$ cat config.mk
export PLATFORM = sky130hd
export DESIGN_NAME = hazard_ctrl_flat
export DESIGN_NICKNAME = d
export VERILOG_FILES = /design/src/rtl/hazard_ctrl_pkg.sv /design/src/rtl/hazard_ctrl_if.sv /design/src/rtl/hazard_ctrl_mdu_busy_counter.sv /design/src/rtl/hazard_ctrl.sv /design/src/flat_wrapper.sv
export SDC_FILE = /design/constraint.sdc
export NUM_CORES = 1
export LEC_CHECK = 0
export CAP_MARGIN = 15
export CORE_MARGIN = 3
export CORE_UTILIZATION = 35
export CTS_BUF_LIST = sky130_fd_sc_hd__clkbuf_8 sky130_fd_sc_hd__clkbuf_16
export DETAILED_ROUTE_END_ITERATION = 6
export PLACE_DENSITY = 0.56
export SYNTH_ARGS = -nofsm -noshare
export SYNTH_HDL_FRONTEND = slang
export SYNTH_SLANG_ARGS = --single-unit
$ cat constraint.sdc
create_clock -name clk -period 3.3 [get_ports clk]
set_input_delay 0.825 -clock clk [delete_from_list [all_inputs] [get_ports clk]]
set_output_delay 0.825 -clock clk [all_outputs]
set_load 0.01 [all_outputs]
$ cat src/rtl/hazard_ctrl_pkg.sv
// Shared definitions for the pipeline hazard controller: register index width,
// EX operand forward-select encodings and the forward priority rule.
package hazard_ctrl_pkg;

  localparam int RegNumWidth = 5;

  typedef enum logic [1:0] {
    FWD_REG = 2'b00,
    FWD_MEM = 2'b01,
    FWD_WB  = 2'b10
  } fwdSel_e;

  // MEM wins over WB; a load still in MEM has no data yet, so it never forwards.
  function automatic fwdSel_e fwdPick(input logic memHit, input logic memIsLoad,
                                      input logic wbHit);
    if (memHit) return memIsLoad ? FWD_REG : FWD_MEM;
    if (wbHit) return FWD_WB;
    return FWD_REG;
  endfunction

endpackage

$ cat src/rtl/hazard_ctrl_if.sv
// Pipeline <-> hazard controller signal bundle. The pipeline side (master)
// presents the ID instruction and branch outcome; the controller (slave) drives
// stage enables/clears and the EX forward selects.
interface hazard_ctrl_if #(
  parameter int REG_NUM_WIDTH = hazard_ctrl_pkg::RegNumWidth
);
  logic                     idValid;
  logic [REG_NUM_WIDTH-1:0] idRs1;
  logic [REG_NUM_WIDTH-1:0] idRs2;
  logic                     idUsesRs1;
  logic                     idUsesRs2;
  logic [REG_NUM_WIDTH-1:0] idRd;
  logic                     idRegWrite;
  logic                     idIsLoad;
  logic                     idIsMdu;
  logic                     exBranchTaken;

  logic                     stallIF;
  logic                     stallID;
  logic                     flushID;
  logic                     stallEX;
  logic                     bubbleEX;
  logic                     bubbleMEM;
  logic [1:0]               fwdSelA;
  logic [1:0]               fwdSelB;
  logic                     mduBusy;

  modport master (
    output idValid, idRs1, idRs2, idUsesRs1, idUsesRs2, idRd, idRegWrite,
           idIsLoad, idIsMdu, exBranchTaken,
    input  stallIF, stallID, flushID, stallEX, bubbleEX, bubbleMEM,
           fwdSelA, fwdSelB, mduBusy
  );

  modport slave (
    input  idValid, idRs1, idRs2, idUsesRs1, idUsesRs2, idRd, idRegWrite,
           idIsLoad, idIsMdu, exBranchTaken,
    output stallIF, stallID, flushID, stallEX, bubbleEX, bubbleMEM,
           fwdSelA, fwdSelB, mduBusy
  );
endinterface

$ cat src/rtl/hazard_ctrl_mdu_busy_counter.sv
// MUL/DIV occupancy counter: loads MDU_LATENCY-1 when an MDU op enters EX and
// counts down to zero; busy while non-zero, so EX is held MDU_LATENCY cycles.
module mdu_busy_counter #(
  parameter int MDU_LATENCY = 4,
  parameter int CNT_WIDTH   = 3
) (
  input  logic clk,
  input  logic rstn,
  input  logic load,
  output logic busy
);
  localparam logic [CNT_WIDTH-1:0] LoadVal = CNT_WIDTH'(MDU_LATENCY - 1);

  logic [CNT_WIDTH-1:0] cnt;

  always_ff @(posedge clk or negedge rstn) begin
    if (!rstn)            cnt <= '0;
    else if (load)        cnt <= LoadVal;
    else if (cnt != '0)   cnt <= cnt - 1'b1;
  end

  assign busy = (cnt != '0);
endmodule

$ cat src/rtl/hazard_ctrl.sv
// Hazard controller for the 5-stage core: EX/MEM scoreboard, load-use stall,
// taken-branch flush, MDU occupancy of EX and registered EX forward selects.
module hazard_ctrl
  import hazard_ctrl_pkg::*;
#(
  parameter int REG_NUM_WIDTH = RegNumWidth,
  parameter int MDU_LATENCY   = 4,
  parameter int CNT_WIDTH     = 3
) (
  input  logic         clk,
  input  logic         rstn,
  hazard_ctrl_if.slave hc
);
  typedef logic [REG_NUM_WIDTH-1:0] regNum_t;

  typedef struct packed {
    logic    valid;
    regNum_t rd;
    logic    regWrite;
    logic    isLoad;
  } stage_t;

  typedef struct packed {
    stage_t  dst;
    regNum_t rs1;
    regNum_t rs2;
    logic    useRs1;
    logic    useRs2;
    logic    isMdu;
  } exStage_t;

  function automatic logic srcHit(input logic valid, input logic regWrite,
                                  input regNum_t rd, input regNum_t rs,
                                  input logic useRs);
    return valid && regWrite && (rd == rs) && (rs != '0) && useRs;
  endfunction

  exStage_t ex, exNext, idEntry;
  stage_t   mem, memNext;
  fwdSel_e  fwdA, fwdB, fwdANext, fwdBNext;
  logic     mduBusy, mduStart, loadUse, branch;
  logic     stallEX, bubbleEX, bubbleMEM;
  logic     exUse1, exUse2;

  mdu_busy_counter #(
    .MDU_LATENCY (MDU_LATENCY),
    .CNT_WIDTH   (CNT_WIDTH)
  ) u_mdu (
    .clk  (clk),
    .rstn (rstn),
    .load (mduStart),
    .busy (mduBusy)
  );

  always_comb begin
    idEntry              = '0;
    idEntry.dst.valid    = hc.idValid;
    idEntry.dst.rd       = hc.idRd;
    idEntry.dst.regWrite = hc.idRegWrite;
    idEntry.dst.isLoad   = hc.idIsLoad;
    idEntry.rs1          = hc.idRs1;
    idEntry.rs2          = hc.idRs2;
    idEntry.useRs1       = hc.idUsesRs1;
    idEntry.useRs2       = hc.idUsesRs2;
    idEntry.isMdu        = hc.idIsMdu;

    // Front end is frozen during MDU occupancy, so load-use is moot then.
    loadUse = hc.idValid && !mduBusy && ex.dst.isLoad &&
              (srcHit(ex.dst.valid, ex.dst.regWrite, ex.dst.rd, hc.idRs1, hc.idUsesRs1) ||
               srcHit(ex.dst.valid, ex.dst.regWrite, ex.dst.rd, hc.idRs2, hc.idUsesRs2));
    branch    = rstn && hc.exBranchTaken && !mduBusy;
    stallEX   = mduBusy;
    bubbleEX  = branch || loadUse;
    bubbleMEM = mduBusy;
    mduStart  = !stallEX && !bubbleEX && hc.idValid && hc.idIsMdu;

    if (stallEX)       exNext = ex;
    else if (bubbleEX) exNext = '0;
    else               exNext = idEntry;

    if (bubbleMEM) memNext = '0;
    else           memNext = ex.dst;

    // Next-WB is exactly the current MEM entry, so no WB register is kept.
    exUse1   = exNext.useRs1 && exNext.dst.valid;
    exUse2   = exNext.useRs2 && exNext.dst.valid;
    fwdANext = fwdPick(srcHit(memNext.valid, memNext.regWrite, memNext.rd, exNext.rs1, exUse1),
                       memNext.isLoad,
                       srcHit(mem.valid, mem.regWrite, mem.rd, exNext.rs1, exUse1));
    fwdBNext = fwdPick(srcHit(memNext.valid, memNext.regWrite, memNext.rd, exNext.rs2, exUse2),
                       memNext.isLoad,
                       srcHit(mem.valid, mem.regWrite, mem.rd, exNext.rs2, exUse2));
  end

  always_ff @(posedge clk or negedge rstn) begin
    if (!rstn) begin
      ex   <= '0;
      mem  <= '0;
      fwdA <= FWD_REG;
      fwdB <= FWD_REG;
    end else begin
      ex   <= exNext;
      mem  <= memNext;
      fwdA <= fwdANext;
      fwdB <= fwdBNext;
    end
  end

  assign hc.stallIF   = mduBusy || (loadUse && !branch);
  assign hc.stallID   = mduBusy || (loadUse && !branch);
  assign hc.flushID   = branch;
  assign hc.stallEX   = stallEX;
  assign hc.bubbleEX  = bubbleEX;
  assign hc.bubbleMEM = bubbleMEM;
  assign hc.fwdSelA   = fwdA;
  assign hc.fwdSelB   = fwdB;
  assign hc.mduBusy   = mduBusy;

  // A redirect cannot originate from EX while an MDU op owns it.
  assert property (@(posedge clk) disable iff (!rstn) !(hc.exBranchTaken && mduBusy))
    else $error("hazard_ctrl: exBranchTaken asserted while MDU busy");

  assert property (@(posedge clk) disable iff (!rstn) mduBusy |-> ex.isMdu)
    else $error("hazard_ctrl: MDU busy without an MDU op in EX");

  // Load-use stalling guarantees EX never consumes a load still in MEM.
  assert property (@(posedge clk) disable iff (!rstn)
    !(mem.isLoad &&
      (srcHit(mem.valid, mem.regWrite, mem.rd, ex.rs1, ex.useRs1 && ex.dst.valid) ||
       srcHit(mem.valid, mem.regWrite, mem.rd, ex.rs2, ex.useRs2 && ex.dst.valid))))
    else $error("hazard_ctrl: EX depends on a load in MEM");
endmodule

$ cat src/flat_wrapper.sv
// flat-port wrapper written by rule: the top's interface ports become plain ports
module hazard_ctrl_flat import hazard_ctrl_pkg::*;
#(
  parameter int REG_NUM_WIDTH = RegNumWidth,
  parameter int MDU_LATENCY   = 4,
  parameter int CNT_WIDTH     = 3
)
  (clk, rstn, hc_idValid, hc_idRs1, hc_idRs2, hc_idUsesRs1, hc_idUsesRs2, hc_idRd, hc_idRegWrite, hc_idIsLoad, hc_idIsMdu, hc_exBranchTaken, hc_stallIF, hc_stallID, hc_flushID, hc_stallEX, hc_bubbleEX, hc_bubbleMEM, hc_fwdSelA, hc_fwdSelB, hc_mduBusy);
  hazard_ctrl_if #(.REG_NUM_WIDTH(REG_NUM_WIDTH)) hc_i ();
  input  logic clk;
  input  logic rstn;
  input wire logic [$bits(hc_i.idValid)-1:0] hc_idValid;
  input wire logic [$bits(hc_i.idRs1)-1:0] hc_idRs1;
  input wire logic [$bits(hc_i.idRs2)-1:0] hc_idRs2;
  input wire logic [$bits(hc_i.idUsesRs1)-1:0] hc_idUsesRs1;
  input wire logic [$bits(hc_i.idUsesRs2)-1:0] hc_idUsesRs2;
  input wire logic [$bits(hc_i.idRd)-1:0] hc_idRd;
  input wire logic [$bits(hc_i.idRegWrite)-1:0] hc_idRegWrite;
  input wire logic [$bits(hc_i.idIsLoad)-1:0] hc_idIsLoad;
  input wire logic [$bits(hc_i.idIsMdu)-1:0] hc_idIsMdu;
  input wire logic [$bits(hc_i.exBranchTaken)-1:0] hc_exBranchTaken;
  output wire logic [$bits(hc_i.stallIF)-1:0] hc_stallIF;
  output wire logic [$bits(hc_i.stallID)-1:0] hc_stallID;
  output wire logic [$bits(hc_i.flushID)-1:0] hc_flushID;
  output wire logic [$bits(hc_i.stallEX)-1:0] hc_stallEX;
  output wire logic [$bits(hc_i.bubbleEX)-1:0] hc_bubbleEX;
  output wire logic [$bits(hc_i.bubbleMEM)-1:0] hc_bubbleMEM;
  output wire logic [$bits(hc_i.fwdSelA)-1:0] hc_fwdSelA;
  output wire logic [$bits(hc_i.fwdSelB)-1:0] hc_fwdSelB;
  output wire logic [$bits(hc_i.mduBusy)-1:0] hc_mduBusy;
  assign hc_i.idValid = hc_idValid;
  assign hc_i.idRs1 = hc_idRs1;
  assign hc_i.idRs2 = hc_idRs2;
  assign hc_i.idUsesRs1 = hc_idUsesRs1;
  assign hc_i.idUsesRs2 = hc_idUsesRs2;
  assign hc_i.idRd = hc_idRd;
  assign hc_i.idRegWrite = hc_idRegWrite;
  assign hc_i.idIsLoad = hc_idIsLoad;
  assign hc_i.idIsMdu = hc_idIsMdu;
  assign hc_i.exBranchTaken = hc_exBranchTaken;
  assign hc_stallIF = hc_i.stallIF;
  assign hc_stallID = hc_i.stallID;
  assign hc_flushID = hc_i.flushID;
  assign hc_stallEX = hc_i.stallEX;
  assign hc_bubbleEX = hc_i.bubbleEX;
  assign hc_bubbleMEM = hc_i.bubbleMEM;
  assign hc_fwdSelA = hc_i.fwdSelA;
  assign hc_fwdSelB = hc_i.fwdSelB;
  assign hc_mduBusy = hc_i.mduBusy;
  hazard_ctrl #(.REG_NUM_WIDTH(REG_NUM_WIDTH), .MDU_LATENCY(MDU_LATENCY), .CNT_WIDTH(CNT_WIDTH)) u_core (.clk(clk), .rstn(rstn), .hc(hc_i));
endmodule
==> results of run 1 <==
per-layer routing:
layer | wire length, um | GRT usage (%)
met5 | 0 | 0
met4 | 99 | 5.980
met3 | 188 | 3.362
met2 | 2574 | 28.21
met1 | 2681 | 25.97
sequential cells by signal (all words and copies together) (netlist names):
| signal | count |
|---|---|
| u_core.ex | 20 |
| u_core.hc.fwdSelA | 2 |
| u_core.hc.fwdSelB | 2 |
| u_core.mem | 7 |
| u_core.u_mdu.cnt | 3 |
area by class of cell:
type,count,share of cell area [%]
Tap cell,72,3.224
Clock inverter,2,0.3135
Inverter,20,2.687
Sequential cell,34,30.45
Timing Repair Buffer,73,22.62
Clock buffer,6,2.956
Multi-Input combinational cell,152,37.75
how the worst max path moves through the flow:
stage,endpoint,from,slack (ps),cells past startpoint
floorplan,hc_stallIF,u_core.u_mdu.cnt[0],270,10
global placement,hc_stallID,hc_idValid,-560,7
detailed placement,hc_stallIF,hc_idValid,-540,7
CTS,hc_bubbleEX,u_core.u_mdu.cnt[1],70,9
global route,hc_bubbleEX,u_core.u_mdu.cnt[0],3,9
finish,hc_bubbleEX,hc_idRs2[1],120,7
critical path: stages:
cell	delay [ps]
sky130_fd_sc_hd__clkdlybuf4s50_1	570
sky130_fd_sc_hd__xnor2_1	160
sky130_fd_sc_hd__and4b_1	250
sky130_fd_sc_hd__and4b_4	270
sky130_fd_sc_hd__nor2_1	60
sky130_fd_sc_hd__o21ai_1	80
sky130_fd_sc_hd__buf_2	140
through the flow:
stage	setup WS, ps	std cells	area, um2	hold slack, ps
after floorplan	270.8	219	2043	469.9
after global placement	-561.0	344	2648	484.5
after detailed placement	-543.4	344	2648	502.1
after CTS	67.71	359	2771	518.9
after global routing	2.645	359	2794	548.9
final	123.0	359	2794	507.7
cell usage in the layout, fill, tap and decap left out, types with 5 or more instances in the layout:
| cell type | n |
|---|---|
| sky130_fd_sc_hd__clkbuf_8 | 6 |
| sky130_fd_sc_hd__nand2_1 | 23 |
| sky130_fd_sc_hd__nor2_1 | 8 |
| sky130_fd_sc_hd__nand3_1 | 5 |
| sky130_fd_sc_hd__nor2b_1 | 8 |
| sky130_fd_sc_hd__clkdlybuf4s50_1 | 26 |
| sky130_fd_sc_hd__xnor2_1 | 12 |
| sky130_fd_sc_hd__a22o_1 | 9 |
| sky130_fd_sc_hd__a21oi_1 | 6 |
| sky130_fd_sc_hd__o21ai_0 | 11 |
| sky130_fd_sc_hd__and2_1 | 7 |
| sky130_fd_sc_hd__dfrtp_1 | 34 |
| sky130_fd_sc_hd__inv_1 | 21 |
| sky130_fd_sc_hd__nor3_1 | 6 |
| sky130_fd_sc_hd__buf_4 | 37 |
timing repair:
action / CTS / global route
pin swaps: 4 / 2
endpoints found under the setup margin: 3 / 7
buffers inserted: 7 / 0
resized for setup: 18 / 5
power breakdown:
group / internal [uW] / switching [uW] / total, uW / leakage (uW)
registers: 565 / 139 / 704 / 0.000441
logic: 484 / 502 / 986 / 0.000724
clock network: 165 / 154 / 319 / 0.0000524
cell families after synthesis:
kind of cell	share of synthesized area (%)
XOR/XNOR	6.858
adder cells (fa/ha/maj)	1.225
flip-flops	41.64
AND/OR/NAND/NOR	23.64
AO/OA/AOI/OAI	18.13
multiplexers	0.9798
buffers and inverters	7.532
==> impl_metrics.prom, run 1 <==
# TYPE chip_impl_metric gauge
chip_impl_metric{name="portBuffers",unit=""} 34
chip_impl_metric{name="seq_total_area_yosys",unit="%"} 41.64
chip_impl_metric{name="critical_path_arrival",unit="ps"} 2350
chip_impl_metric{name="synth_fp_nets",unit=""} 245
chip_impl_metric{name="synthesized_area",unit="um2"} 2043
chip_impl_info{name="synth.area.top_cells",value="sky130_fd_sc_hd__dfrtp_1 (42%), sky130_fd_sc_hd__xnor2_1 (5.1%), sky130_fd_sc_hd__nand2_1 (4.2%)"} 1
chip_impl_metric{name="number_of_distinct_standard_cells_referenced_by_the_synthesized_netlist",unit=""} 53
chip_impl_info{name="most_used_dff_post_synth",value="sky130_fd_sc_hd__dfrtp_1"} 1
chip_impl_metric{name="fillerInstances",unit=""} 564
chip_impl_metric{name="cp_data_required_time",unit="ps"} 2470
chip_impl_info{name="clock_tree.root_cell",value="sky130_fd_sc_hd__clkbuf_8"} 1
chip_impl_metric{name="synthToLayoutAreaGrowth",unit="%"} 36.74
chip_impl_metric{name="report.power.total",unit="uW"} 2009
chip_impl_metric{name="timing.max_slew.rel_slack",unit="%"} 69.77
chip_impl_metric{name="power_leakage",unit="uW"} 0.001217
chip_impl_metric{name="wire_per_inst",unit="um"} 15.44
chip_impl_metric{name="vias",unit=""} 1824
chip_impl_metric{name="maxCapViolations",unit=""} 0
chip_impl_metric{name="critical_path_peak_fanout",unit=""} 3
chip_impl_metric{name="final_layout_size_suffix_gt1_share",unit="%"} 21.25
chip_impl_metric{name="final_nets",unit=""} 312
chip_impl_info{name="rsz_0062_raised_after_global_routing",value="no"} 1
chip_impl_info{name="worst_setup_path_end_kind",value="output port"} 1
chip_impl_metric{name="layout.core_utilization",unit="%"} 50.12
chip_impl_metric{name="worst_ir_drop_vdd",unit="mV"} 0.5061
chip_impl_info{name="synth_commonest_cells",value="sky130_fd_sc_hd__dfrtp_1 (34), sky130_fd_sc_hd__nand2_1 (23), sky130_fd_sc_hd__inv_1 (20)"} 1
chip_impl_metric{name="drt_iter0_markers",unit=""} 125
chip_impl_info{name="worst_r2r_startpoint",value="u_core.u_mdu.cnt[0]"} 1
chip_impl_info{name="worst_hold_path.endpoint",value="u_core.u_mdu.cnt[1]"} 1
chip_impl_metric{name="syn_area_per_cell",unit="um2"} 9.330
chip_impl_metric{name="flop_and_latch_count_out_of_synthesis",unit=""} 34
chip_impl_metric{name="die_area",unit="um2"} 6791
chip_impl_metric{name="die_x",unit="um"} 82.41
chip_impl_info{name="outcome",value="completed"} 1
chip_impl_info{name="synthMostInstantiatedCell",value="sky130_fd_sc_hd__dfrtp_1"} 1
chip_impl_metric{name="grt_overflow_total",unit=""} 0
chip_impl_metric{name="post_synth_inst_count",unit=""} 219
chip_impl_metric{name="clock_tree.htree_level_count",unit=""} 2
chip_impl_metric{name="max_slew.worst_pin.slew",unit="ps"} 447.2
chip_impl_info{name="worst-setup-path-type",value="input pin to output port"} 1
chip_impl_metric{name="finalCriticalPeriod",unit="ps"} 3177
chip_impl_metric{name="rd_place_congestion",unit=""} 0.8532
chip_impl_metric{name="synth-edff-count",unit=""} 0
chip_impl_metric{name="setup_tns_final",unit="ps"} 0
chip_impl_metric{name="design.core.area",unit="um2"} 5574
chip_impl_info{name="netlist.top_cell.by_area",value="sky130_fd_sc_hd__dfrtp_1"} 1
chip_impl_info{name="holdCritPathClass",value="flop to flop"} 1
chip_impl_metric{name="first_global_vias",unit=""} 1879
chip_impl_metric{name="dr.pass1.iters",unit=""} 4
chip_impl_metric{name="seq_area",unit="um2"} 850.8
chip_impl_metric{name="number_of_antenna_violations_at_the_first_check_in_global_routing",unit=""} 0
chip_impl_metric{name="wirelength",unit="um"} 5544
chip_impl_metric{name="clock.fmax",unit="GHz"} 0.3148
chip_impl_metric{name="timing_hold_violations_final",unit=""} 0
chip_impl_metric{name="ff2ff_setup_slack",unit="ps"} 260
chip_impl_info{name="worstSetupStartpointType",value="input pin"} 1
chip_impl_metric{name="cts_hold_buf",unit=""} 0
chip_impl_metric{name="rows",unit=""} 27
chip_impl_metric{name="final_antenna_net_count",unit=""} 0
chip_impl_metric{name="die-height",unit="um"} 82.41
chip_impl_metric{name="finalClockSkew",unit="ps"} 4.569
chip_impl_metric{name="final_clock_period_utilization_by_the_worst_path",unit="%"} 96.27
chip_impl_metric{name="start_util",unit="%"} 36.66
chip_impl_metric{name="cts.clk_slew.worst_paths",unit="ps"} 70
chip_impl_metric{name="powerDensity",unit="nW/um2"} 719.0
chip_impl_metric{name="vias_per_cell",unit=""} 5.081
chip_impl_metric{name="postSynth.asyncResetShare",unit="%"} 100.0
chip_impl_metric{name="antenna-diode-count",unit=""} 0
chip_impl_metric{name="clock_latency",unit="ps"} 290
chip_impl_metric{name="clock_path_buffers",unit=""} 2
chip_impl_metric{name="post-synth-top-area-fraction",unit="%"} 41.64
chip_impl_metric{name="pin_count_of_the_biggest_net_entering_global_routing",unit=""} 43
chip_impl_metric{name="rr_worst_depth",unit=""} 15
chip_impl_metric{name="whs_path_depth",unit=""} 2
chip_impl_info{name="tritoncts",value="yes"} 1
chip_impl_info{name="regToRegEndpoint",value="u_core.hc.fwdSelA[0]"} 1
chip_impl_metric{name="area_occupied_by_multi_input_gates",unit="um2"} 1055
chip_impl_metric{name="timing.final.setup_violations",unit=""} 0
chip_impl_metric{name="grt_first_pass_wirelength",unit="um"} 9508
chip_impl_metric{name="drc",unit=""} 0
chip_impl_metric{name="drv_slew",unit=""} 0
chip_impl_metric{name="yosysWarnings",unit=""} 0
chip_impl_metric{name="grt.total_usage",unit="%"} 18.37
chip_impl_info{name="hold_path.startpoint",value="u_core.u_mdu.cnt[1]"} 1
chip_impl_metric{name="tritoncts_num_sinks",unit=""} 34
chip_impl_metric{name="dp_hpwl",unit="um"} 4145
chip_impl_metric{name="i_o_pin_total",unit=""} 35
chip_impl_metric{name="number_of_buffers_inserted_during_clock_tree_synthesis",unit=""} 5
(Power assumes the default switching activity.)
==> run 2: changes to the inputs <==
--- a/config.mk
+++ b/config.mk
@@ -5,12 +5,13 @@
 export SDC_FILE = /design/constraint.sdc
 export NUM_CORES = 1
 export LEC_CHECK = 0
-export CAP_MARGIN = 15
+export CELL_PAD_IN_SITES_DETAIL_PLACEMENT = 0
+export CELL_PAD_IN_SITES_GLOBAL_PLACEMENT = 2
 export CORE_MARGIN = 3
-export CORE_UTILIZATION = 35
+export CORE_UTILIZATION = 32
 export CTS_BUF_LIST = sky130_fd_sc_hd__clkbuf_8 sky130_fd_sc_hd__clkbuf_16
 export DETAILED_ROUTE_END_ITERATION = 6
-export PLACE_DENSITY = 0.56
+export PLACE_DENSITY = 0.77
 export SYNTH_ARGS = -nofsm -noshare
 export SYNTH_HDL_FRONTEND = slang
 export SYNTH_SLANG_ARGS = --single-unit
==> run 2 against run 1 <==
Net effect:
- via count grew 1.3%
- worst hold slack improved by 8.9 ps
- sequential share of layout area grew 0.15 points
- design area shrank 0.49%
- clock power about the same
- combinational power is essentially flat
- largest power group unchanged
==> impl_metrics.prom, run 2 (synthesized netlist as in run 1, its figures left out) <==
# TYPE chip_impl_metric gauge
chip_impl_metric{name="pwr-share-seq",unit="%"} 34.9
chip_impl_metric{name="post-place-ws",unit="ps"} -544.1
chip_impl_metric{name="drt_iter0_markers",unit=""} 125
chip_impl_metric{name="timing.final.setup_violations",unit=""} 0
chip_impl_metric{name="grt_first_pass_wirelength",unit="um"} 9708
chip_impl_info{name="regMostFlops",value="u_core.ex"} 1
chip_impl_metric{name="start_util",unit="%"} 33.71
chip_impl_metric{name="finalCriticalPeriod",unit="ps"} 3207
chip_impl_metric{name="drc",unit=""} 0
chip_impl_metric{name="powerDensity",unit="nW/um2"} 724.7
chip_impl_metric{name="final_antenna_net_count",unit=""} 0
chip_impl_metric{name="cp_data_required_time",unit="ps"} 2470
chip_impl_metric{name="minimum_hold_slack",unit="ps"} 516.6
chip_impl_metric{name="dr.pass1.iters",unit=""} 5
chip_impl_info{name="outcome",value="completed"} 1
chip_impl_metric{name="synthToLayoutAreaGrowth",unit="%"} 36.07
chip_impl_metric{name="grt.total_usage",unit="%"} 16.98
chip_impl_metric{name="final_clock_period_utilization_by_the_worst_path",unit="%"} 97.19
chip_impl_info{name="tritoncts",value="yes"} 1
chip_impl_metric{name="share_clk_of_total_power",unit="%"} 16.0
chip_impl_metric{name="cts.clk_slew.worst_paths",unit="ps"} 70
chip_impl_metric{name="grt_overflow_total",unit=""} 0
chip_impl_metric{name="vias_per_cell",unit=""} 5.102
chip_impl_info{name="worst-setup-path-type",value="input pin to output port"} 1
chip_impl_metric{name="clock_path_buffers",unit=""} 2
chip_impl_metric{name="i_o_pin_total",unit=""} 35
chip_impl_metric{name="drv_slew",unit=""} 0
chip_impl_info{name="rsz_0062_raised_after_global_routing",value="yes"} 1
chip_impl_metric{name="switching_share",unit="%"} 39.98
chip_impl_metric{name="report.power.total",unit="uW"} 2015
chip_impl_info{name="worstSetupStartpointType",value="input pin"} 1
chip_impl_metric{name="die_area",unit="um2"} 7380
chip_impl_metric{name="final_nets",unit=""} 312
chip_impl_metric{name="whs_path_depth",unit=""} 2
chip_impl_metric{name="clock.fmax",unit="GHz"} 0.3118
chip_impl_metric{name="layout.core_utilization",unit="%"} 45.87
chip_impl_metric{name="first_global_vias",unit=""} 1909
chip_impl_metric{name="wire_per_inst",unit="um"} 16.34
chip_impl_info{name="worst_r2r_startpoint",value="u_core.u_mdu.cnt[0]"} 1
chip_impl_metric{name="maxCapViolations",unit=""} 0
chip_impl_metric{name="timing_hold_violations_final",unit=""} 0
chip_impl_metric{name="critical_path_arrival",unit="ps"} 2380
chip_impl_metric{name="clock_latency",unit="ps"} 290
chip_impl_metric{name="max_slew.worst_pin.slew",unit="ps"} 488.5
chip_impl_metric{name="timing.max_slew.rel_slack",unit="%"} 66.98
chip_impl_metric{name="power_frac_comb",unit="%"} 49.1
chip_impl_metric{name="number_of_antenna_violations_at_the_first_check_in_global_routing",unit=""} 0
chip_impl_metric{name="cellInternalPower",unit="uW"} 1209
chip_impl_metric{name="rows",unit=""} 28
chip_impl_metric{name="setup_tns_final",unit="ps"} 0
chip_impl_metric{name="tritoncts_num_sinks",unit=""} 34
chip_impl_info{name="clock_tree.root_cell",value="sky130_fd_sc_hd__clkbuf_8"} 1
chip_impl_metric{name="postLayoutSetupSlackWorst",unit="ps"} 92.60
chip_impl_metric{name="ff2ff_setup_slack",unit="ps"} 260
chip_impl_metric{name="number_of_buffers_inserted_during_clock_tree_synthesis",unit=""} 5
chip_impl_metric{name="antenna-diode-count",unit=""} 0
chip_impl_metric{name="pin_count_of_the_biggest_net_entering_global_routing",unit=""} 43
chip_impl_metric{name="worst_ir_drop_vdd",unit="mV"} 0.4792
chip_impl_metric{name="die_x",unit="um"} 85.91
chip_impl_info{name="holdCritPathClass",value="flop to flop"} 1
chip_impl_info{name="largestRegisters",value="u_core.ex x20, u_core.mem x7, u_core.u_mdu.cnt x3"} 1
chip_impl_info{name="hold_path.startpoint",value="u_core.u_mdu.cnt[1]"} 1
chip_impl_metric{name="net-switching-power",unit="uW"} 805.4
chip_impl_metric{name="power_leakage",unit="uW"} 0.001214
chip_impl_info{name="worst_hold_path.endpoint",value="u_core.u_mdu.cnt[1]"} 1
chip_impl_metric{name="final_layout_size_suffix_gt1_share",unit="%"} 21.60
chip_impl_metric{name="portBuffers",unit=""} 34
chip_impl_metric{name="rd_place_congestion",unit=""} 0.7569
chip_impl_metric{name="wirelength",unit="um"} 5915
chip_impl_info{name="mostFrequentLayoutCell",value="sky130_fd_sc_hd__buf_4"} 1
chip_impl_metric{name="largest_register_ff_count",unit=""} 20
chip_impl_metric{name="design.core.area",unit="um2"} 6061
chip_impl_metric{name="clock_tree.htree_level_count",unit=""} 2
chip_impl_metric{name="finalClockSkew",unit="ps"} 5.731
chip_impl_metric{name="vias",unit=""} 1847
chip_impl_metric{name="critical_path_peak_fanout",unit=""} 4
chip_impl_info{name="worst_setup_path_end_kind",value="output port"} 1
chip_impl_info{name="most_frequent_cells_in_the_layout",value="sky130_fd_sc_hd__buf_4 (38), sky130_fd_sc_hd__dfrtp_1 (34), sky130_fd_sc_hd__clkdlybuf4s50_1 (25)"} 1
chip_impl_info{name="regToRegEndpoint",value="u_core.hc.fwdSelA[0]"} 1
chip_impl_metric{name="dp_hpwl",unit="um"} 4445
chip_impl_metric{name="die-height",unit="um"} 85.91
chip_impl_metric{name="rr_worst_depth",unit=""} 15
## run 2: cell types whose count changed in the layout (fill, tap and decap cells not counted), sizes merged
cell,change
buf,+1
clkdlybuf4s50,-1
## run 2: worst max-delay path by stage
stage,startpoint,to,slack [ps],cells past startpoint
final,hc_idRs2[2],hc_bubbleEX,90,7
after global routing,hc_idRs2[0],hc_bubbleEX,-40,7
after global placement,hc_idValid,hc_stallIF,-570,7
after detailed placement,hc_idValid,hc_stallID,-540,7
after CTS,u_core.u_mdu.cnt[0],hc_flushID,20,7
after floorplan,u_core.u_mdu.cnt[0],hc_stallIF,270,10
## run 2: timing repair
action,4_1_cts,5_1_grt
buffers inserted,5,0
hold buffers,0,0
hold endpoints to repair,0,0
endpoints found under the setup margin,3,6
gates resized for setup,17,5
pin swaps,4,2
gates cloned,0,0
## run 2: layer usage
metal | GRT usage [%] | share of wire, %
met1 | 23.31 | 47
met2 | 27.33 | 48
met3 | 2.882 | 3.9
met4 | 5.180 | 1.0
met5 | 0 | 0
## run 2: power by group through the flow
| stage | Combinational (uW) | Clock [uW] | Sequential (uW) |
|---|---|---|---|
| 2_1_floorplan | 680 | 0 | 673 |
| 3_3_place_gp | 984 | 0 | 711 |
| 3_5_place_dp | 990 | 0 | 712 |
| 4_1_cts | 982 | 333 | 704 |
| 5_1_grt | 1110 | 354 | 725 |
| 6_report | 989 | 322 | 704 |
## run 2: area by class of cell
type | instances | area [um2]
Fill cell | 633 | 3281
Multi-Input combinational cell | 152 | 1055
Sequential cell | 34 | 850.8
Timing Repair Buffer | 73 | 614.3
Tap cell | 75 | 93.84
Clock buffer | 6 | 82.58
Inverter | 20 | 75.07
Clock inverter | 2 | 8.758
## run 2: stage by stage
step,cell area [um2],cells
finish,2780,362
global route,2780,362
CTS,2758,362
detailed placement,2649,349
global placement,2649,349
floorplan,2043,219
## run 2: worst max-delay path: stages
cell and delay, ps:
sky130_fd_sc_hd__clkdlybuf4s50_1 580, sky130_fd_sc_hd__xnor2_1 160, sky130_fd_sc_hd__and4b_1 240, sky130_fd_sc_hd__and4b_4 270, sky130_fd_sc_hd__nor2_1 60, sky130_fd_sc_hd__o21ai_0 80, sky130_fd_sc_hd__buf_2 150
